**src/rtl/display_pkg.sv**
```systemverilog
// display_pkg: shared state type, blank-digit code and width helper
// for the BCD conversion scheduler.
package display_pkg;
    typedef enum logic [1:0] {IDLE, ISSUE, WAIT, DONE} sched_state_t;
    localparam logic [3:0] DIGIT_BLANK = 4'hA;
    function automatic int clog2(input int n);
        int r;
        r = 1;
        while ((1 << r) < n) r++;
        return r;
    endfunction
endpackage

```
**src/rtl/bcd_conv_scheduler_rr_arbiter.sv**
```systemverilog
// rr_arbiter: combinational round-robin pick of the first request at or
// above ptr, wrapping past the top channel.
module rr_arbiter
    import display_pkg::*;
#(
    parameter int NUM_CH = 4,
    localparam int PTR_W = clog2(NUM_CH)
) (
    input  logic [NUM_CH-1:0] req,
    input  logic [PTR_W-1:0]  ptr,
    output logic [NUM_CH-1:0] grant,
    output logic [PTR_W-1:0]  idx,
    output logic              found
);
    logic [PTR_W-1:0] k;
    always_comb begin
        idx = '0;
        found = 1'b0;
        k = '0;
        // walk offsets downward so the request nearest to ptr is assigned last
        for (int i = NUM_CH - 1; i >= 0; i--) begin
            k = PTR_W'((int'(ptr) + i) % NUM_CH);
            if (req[k]) begin
                idx = k;
                found = 1'b1;
            end
        end
        grant = found ? NUM_CH'(1) << idx : '0;
    end
endmodule

```
**src/rtl/bcd_conv_scheduler.sv**
```systemverilog
// bcd_conv_scheduler: shares one binary-to-BCD converter between channels,
// keeps a result buffer per channel and drives the selected one to the display.
module bcd_conv_scheduler
    import display_pkg::*;
#(
    parameter int NUM_CH      = 4,
    parameter int BIN_W       = 32,
    parameter int BCD_W       = 32,
    parameter int TIMEOUT_CYC = 255
) (
    input  logic                      clk,
    input  logic                      rst_n,
    input  logic [NUM_CH-1:0]         req,
    input  logic [NUM_CH*BIN_W-1:0]   value,
    output logic [NUM_CH-1:0]         ack,
    output logic                      ack_err,
    output logic                      conv_start,
    output logic [BIN_W-1:0]          conv_binary,
    input  logic                      conv_dv,
    input  logic [BCD_W-1:0]          conv_bcd,
    input  logic [clog2(NUM_CH):0]    disp_sel,
    output logic [BCD_W-1:0]          disp_bcd,
    output logic                      disp_valid,
    output logic                      busy
);
    localparam int PTR_W = clog2(NUM_CH);
    localparam int TMO_W = clog2(TIMEOUT_CYC);

    sched_state_t state, next_state;
    logic [PTR_W-1:0]  rr_ptr, g, arb_idx;
    logic [NUM_CH-1:0] arb_grant, g_oh, valid_q;
    logic              arb_found, tmo_hit, sel_ok;
    logic [TMO_W-1:0]  tmo_cnt;
    logic [BCD_W-1:0]  bufs [NUM_CH];

    rr_arbiter #(.NUM_CH(NUM_CH)) u_arb (
        .req   (req),
        .ptr   (rr_ptr),
        .grant (arb_grant),
        .idx   (arb_idx),
        .found (arb_found)
    );

    assign tmo_hit = tmo_cnt == TMO_W'(TIMEOUT_CYC - 1);
    assign busy    = state != IDLE;
    // disp_sel carries one spare bit so out-of-range selects are expressible
    assign sel_ok  = disp_sel < ($bits(disp_sel))'(NUM_CH);

    always_comb begin
        next_state = state;
        case (state)
            IDLE:    next_state = arb_found ? ISSUE : IDLE;
            ISSUE:   next_state = WAIT;
            WAIT:    next_state = (conv_dv || tmo_hit) ? DONE : WAIT;
            default: next_state = IDLE;
        endcase
    end

    always_ff @(posedge clk) begin
        if (!rst_n) begin
            state       <= IDLE;
            rr_ptr      <= '0;
            g           <= '0;
            g_oh        <= '0;
            valid_q     <= '0;
            tmo_cnt     <= '0;
            ack         <= '0;
            ack_err     <= 1'b0;
            conv_start  <= 1'b0;
            conv_binary <= '0;
            disp_bcd    <= '0;
            disp_valid  <= 1'b0;
            for (int i = 0; i < NUM_CH; i++) bufs[i] <= '0;
        end else begin
            state      <= next_state;
            conv_start <= state == IDLE && arb_found;
            ack        <= '0;
            ack_err    <= 1'b0;
            if (state == IDLE && arb_found) begin
                g           <= arb_idx;
                g_oh        <= arb_grant;
                conv_binary <= value[arb_idx*BIN_W +: BIN_W];
            end
            if (state == ISSUE) tmo_cnt <= '0;
            // results land in the buffer on DONE entry so the display sees them right after DONE
            if (state == WAIT) begin
                if (conv_dv) begin
                    bufs[g]    <= conv_bcd;
                    valid_q[g] <= 1'b1;
                    ack        <= g_oh;
                end else if (tmo_hit) begin
                    ack     <= g_oh;
                    ack_err <= 1'b1;
                end else begin
                    tmo_cnt <= tmo_cnt + 1'b1;
                end
            end
            if (state == DONE) rr_ptr <= (g == PTR_W'(NUM_CH - 1)) ? '0 : g + 1'b1;
            disp_bcd   <= sel_ok ? bufs[disp_sel[PTR_W-1:0]] : '0;
            disp_valid <= sel_ok && valid_q[disp_sel[PTR_W-1:0]];
        end
    end
endmodule
```
**config.mk**
```make
export PLATFORM = sky130hd
export DESIGN_NAME = bcd_conv_scheduler
export DESIGN_NICKNAME = d
export VERILOG_FILES = /design/src/rtl/display_pkg.sv /design/src/rtl/bcd_conv_scheduler_rr_arbiter.sv /design/src/rtl/bcd_conv_scheduler.sv
export SDC_FILE = /design/constraint.sdc
export NUM_CORES = 1
export LEC_CHECK = 0
export CORE_MARGIN = 1
export CORE_UTILIZATION = 30
export CTS_CLUSTER_SIZE = 14
export DETAILED_ROUTE_END_ITERATION = 10
export MAX_ROUTING_LAYER = met4
export PLACE_DENSITY = 0.54
export SYNTH_ARGS = -nofsm -noshare
export SYNTH_HDL_FRONTEND = slang
export SYNTH_SLANG_ARGS = --single-unit
export TNS_END_PERCENT = 50
```
**constraint.sdc**
```tcl
create_clock -name clk -period 5.3 [get_ports clk]
set_clock_uncertainty 0.05 [all_clocks]
set_input_delay 1.59 -clock clk [delete_from_list [all_inputs] [get_ports clk]]
set_output_delay 1.59 -clock clk [all_outputs]
set_load 0.05 [all_outputs]
```
Yosys cells after proc, flatten, opt, wreduce, memory -nomap -nowiden
Memories as Yosys holds them, arrays and structs flattened. A register that Yosys moved wholly into a read port is not among the register bits. Cells that the tools add are included.

Register bits: 61. Memory bits (writable): 128. Input port bits: 170. Logic and storage cells: 87. Memories: 1.

Add/subtract/negate cells: 5. $lt $le $gt $ge: 8. Equal/unequal tests: 5. Shift-type cells: 2. Muxes and demuxes: 40. Bitwise gates (word level): 3. Reductions and logical operators: 12.

Memories: bufs (words 4, width 32, read ports 1, clocked after memory_dff 1, write ports 4, RTL line bcd_conv_scheduler.sv:34) `logic [BCD_W-1:0] bufs [NUM_CH];`.

Operator list (number): 128-bit by 8-bit variable part select with 32-bit output (1); 32-bit 2-to-1 mux (1); 8-bit 2-to-1 mux (4); 32-bit OR reduction (1); 1-bit 2-to-1 mux (19); 2-bit by 3-bit < comparator with 1-bit output (second input constant) (6); 2-bit 2-to-1 mux (6); 4-bit 2-to-1 mux (3); 1-bit binary-select mux with 2-bit select (5); 8-bit by 1-bit adder with 8-bit output (second input constant) (1); 8-bit == test (second input constant) (1); 2-bit == test (second input constant) (3); 2-bit case mux with 3 select lines (1); 2-bit AND reduction (3); 2-bit by 1-bit adder with 2-bit output (second input constant) (2); 2-bit adder (second input constant) (2); 4-bit bitwise OR (1); 1-bit by 2-bit << shifter with 4-bit output (first input constant) (1); 1-bit logical AND (3); 3-bit < comparator (second input constant) (1); 3-bit OR reduction (1); 1-bit demux with 2-bit select (1); 2-bit by 1-bit == test with 1-bit output (second input constant) (1); 2-bit by 1-bit >= comparator with 1-bit output (second input constant) (1); 5 further kinds (6).

Logic depth before layout (Yosys ltp)
Depth after elaboration: 9. Gate-level depth with buffers: 8. Gate-level depth less buffers: 7.

Modules after synthesis
A second synthesis with hierarchy kept.

Cell total of the unflattened synthesis: 734. Area, all modules: 9897.0 µm².

Modules (own cells, without submodules): bcd_conv_scheduler (instances 1, cells an instance 705, area an instance 9714.3 µm², sequential area each 5705.5 µm²); rr_arbiter (instances 1, cells an instance 29, area an instance 182.7 µm², sequential area each 0.0 µm²).

Worst setup path after synthesis
No wires, ideal clock.

Path type: input-to-reg. Start point: input port conv_dv. End point: memory bufs[3][0] (enable). Setup time: 0.470 ns. Arrival: 4.074 ns. Required time: 4.780 ns. Setup slack: 0.706 ns. Cell stages on the path: 2. Buffers on the path: 0. Cells stage by stage: nand2_1 -> o31ai_1.

RTL lines: start, declared (RTL line bcd_conv_scheduler.sv:19) `input logic conv_dv,`; end, declared (RTL line bcd_conv_scheduler.sv:34).

Worst setup path after layout
Start point: register state[0]. End point: output port busy.

Longest elaborated chain between the ends: 1.

RTL lines: start, declared (RTL line bcd_conv_scheduler.sv:29) `sched_state_t state, next_state;`; start signal, assigned (RTL line bcd_conv_scheduler.sv:75) `state <= next_state;`; 2-bit nonzero test (RTL line bcd_conv_scheduler.sv:45) `assign busy = state != IDLE;`; end, declared (RTL line bcd_conv_scheduler.sv:24) `output logic busy`.

Every way passes these cells.

==> impl_metrics.sql <==
INSERT INTO impl_metrics (metric_group, metric, value, unit) VALUES
('worst_setup_path', 'rrSetupSlack', '2.79', 'ns'),
('worst_setup_path', 'peak_fanout_along_the_critical_path', '3', ''),
('timing', 'report.final.slew_viol_count', '0', ''),
('cells_and_area', 'finalCoreUtilization', '41.8', '%'),
('placed_design', 'routabilityCongestion', '0.779', ''),
('floorplanning', 'die_height', '183', 'um'),
('synth', 'synthFlopType', 'sky130_fd_sc_hd__edfxtp_1', ''),
('pwr', 'power.static_leakage', '4.97', 'nW'),
('worst_hold_path', 'hp-class', 'reg -> reg', ''),
('synth', 'synth_edf_count', '128', ''),
('clocking', 'cts.htree.levels', '1', ''),
('global_routing', 'number_of_antenna_violations_at_the_first_check_in_global_routing', '2', ''),
('synth', 'synth_top_cell_area_share', '39.0', '%'),
('timing', 'final_critical_path_setup_slack', '1.55', 'ns'),
('cells_and_area', 'multi_input_comb_area', '0.00390', 'mm2'),
('timing', 'rsz_0062_raised_after_global_routing', 'no', ''),
('synth', 'synth-seq-area-share', '57.8', '%'),
('clocking', 'worst_skew_pair.late_latency', '0.54', 'ns'),
('routing', 'drc', '1', ''),
('worst_setup_path', 'worst_setup_end_kind', 'primary output', ''),
('cells_and_area', 'mostFrequentLayoutCells', 'sky130_fd_sc_hd__clkdlybuf4s50_1, sky130_fd_sc_hd__and2_1, sky130_fd_sc_hd__edfxtp_1', ''),
('synth', 'synth_warnings', '0', ''),
('synth', 'yosysUniqueCellTypes', '46', ''),
('placed_design', 'portBuffers', '241', ''),
('worst_setup_path', 'cp.required', '3.66', 'ns'),
('routing', 'via_count', '6485', ''),
('clocking', 'cts_made_buffers', '27', ''),
('routing', 'detail-route-antenna-nets', '0', ''),
('synth', 'synth_seq_cells', '221', ''),
('floorplanning', 'floorplan.io_pins', '242', ''),
('global_routing', 'grt.overflow.total', '0', ''),
('floorplanning', 'die_area', '0.0336', 'mm2'),
('global_routing', 'track_usage', '15.9', '%'),
('routing', 'first_pass_iters', '7', ''),
('timing', 'post-route-min-period', '3.75', 'ns'),
('clocking', 'path_clk_slew', '0.06', 'ns'),
('flow_run', 'max_cap_violations', '0', ''),
('worst_setup_path', 'critPathArrivalTime', '2.11', 'ns'),
('clocking', 'clk_path_buf_depth', '3', ''),
('cells_and_area', 'layout_commonest_cell', 'sky130_fd_sc_hd__clkdlybuf4s50_1', ''),
('global_routing', 'grt_pass1_wl', '39.6', 'mm'),
('placed_design', 'dpl_worst_slack', '1.26', 'ns'),
('floorplanning', 'initial_core_util', '30.4', '%'),
('clocking', 'cts.root.buffer_cell', 'sky130_fd_sc_hd__clkbuf_16', ''),
('routing', 'totalWireLength', '25.7', 'mm'),
('placed_design', 'place.detailed.hpwl', '17.0', 'mm'),
('clocking', 'buffers_inserted_during_post_cts_setup_optimization', '0', ''),
('run_status', 'outcome', 'finished with violations', ''),
('timing', 'setup_tns', '0', 'ns'),
('timing', 'maxClockFrequency', '267', 'MHz'),
('global_routing', 'grt_pass1_vias', '6858', ''),
('timing', 'hold_viol_final', '0', ''),
('routing', 'drt-vias-per-instance', '4.56', ''),
('synth', 'netlist_instances', '718', ''),
('clocking', 'tritoncts_clock_tree', 'yes', ''),
('pwr', 'power_per_cell_area', '413', 'mW/mm2'),
('cells_and_area', 'final.fill_count', '3050', ''),
('routing', 'detail_route.wl_per_cell', '18.1', 'um'),
('run_status', 'violations_in_the_final_reports', 'design-rule violations', ''),
('floorplanning', 'die-width', '183', 'um'),
('cells_and_area', 'syn2layout_area_growth', '37.6', '%'),
('cells_and_area', 'stdcell_count', '1422', ''),
('synth', 'synth.area.top_cells', 'sky130_fd_sc_hd__edfxtp_1, sky130_fd_sc_hd__dfxtp_1, sky130_fd_sc_hd__and2_1', ''),
('worst_setup_path', 'criticalPathCategory', 'reg -> out', ''),
('clocking', 'cts_resized', '0', ''),
('synth', 'synth_area_leader_cell', 'sky130_fd_sc_hd__edfxtp_1', ''),
('synth', 'synth-async-reset-ratio', '0', '%'),
('global_routing', 'grt_start_max_net_pins', '65', ''),
('synth', 'post_synth.cell_area_avg', '13.7', 'um2'),
('clocking', 'ctsHoldBuffers', '0', ''),
('timing', 'setup_viol_count_final', '0', '');
-- synthesized netlist by cell type, drive strengths merged, types with 6 or more instances --
cell type,instances
and2,137
nor2,14
clkbuf,28
o21a,6
mux2i,69
nand2b,7
a221oi,32
nor2b,44
edfxtp,128
inv,9
o21ai,36
nand2,11
ha,10
a21oi,6
and3,6
mux4,33
buf,19
dfxtp,93
-- report_power, final --
part,switching [W],internal (W)
Sequential,0.000101,0.00204
Combinational,0.00110,0.000638
Clock,0.000714,0.00101
-- cell type report --
| type | count | share of cell area [%] |
|---|---|---|
| clock inverters | 7 | 0.359 |
| diodes | 2 | 0.0369 |
| well taps | 442 | 4.07 |
| flip-flops and latches | 221 | 42.0 |
| multi-input cells | 441 | 28.7 |
| clock buffers | 42 | 5.76 |
| inverters | 9 | 0.249 |
| repair buffers | 258 | 18.8 |
-- registers in the layout, summed over array words and instances, names as in the netlist --
name         flops
valid_q          4
tmo_cnt          8
g                2
ack_err          1
rr_ptr           2
state            2
g_oh             4
conv_start       1
ack              4
disp_valid       1
disp_bcd        32
conv_binary     32
bufs           128
-- routing by layer --
metal / wire length [um] / global-route usage, %
met4: 794 / 5.03
met1: 10600 / 18.8
met3: 1570 / 3.87
met2: 12800 / 26.6
met5: 0 / -
-- logic make-up (layout without fill, tap and decap cells) --
kind of cell             after synthesis  count (layout)  synth area share [%]
AND/OR/NAND/NOR                      234             234                  14.4
flip-flops                           221             221                  57.8
multiplexers                         102             102                  14.5
AO/OA/AOI/OAI                         95              95                  8.66
buffers and inverters                 56             316                  3.30
adder cells (fa/ha/maj)               10              10                  1.27
other                                  0               2                     0
-- worst max-delay path, cell delays in order (launching register included) --
cell                              delay (ns)
sky130_fd_sc_hd__dfxtp_1                0.36
sky130_fd_sc_hd__inv_1                  0.08
sky130_fd_sc_hd__ha_1                   0.21
sky130_fd_sc_hd__inv_1                  0.08
sky130_fd_sc_hd__clkdlybuf4s50_1        0.83
-- final timing paths --
check                      to  cells past startpoint  startpoint
setup / recovery         busy                      4    state[0]
hold / removal        g_oh[2]                      2     g_oh[2]
setup reg to reg  bufs[2][23]                      7    state[0]
hold reg to reg       g_oh[2]                      2     g_oh[2]
-- stage by stage --
step	total power [W]	hold WS [ns]	area, um2
floorplan	0.00330	0.376	9870
global placement	0.00394	0.385	12700
detailed placement	0.00393	0.391	12700
CTS	0.00569	0.401	13600
global route	0.00587	0.417	13600
finish	0.00561	0.398	13600
(Power assumes the default switching activity.)
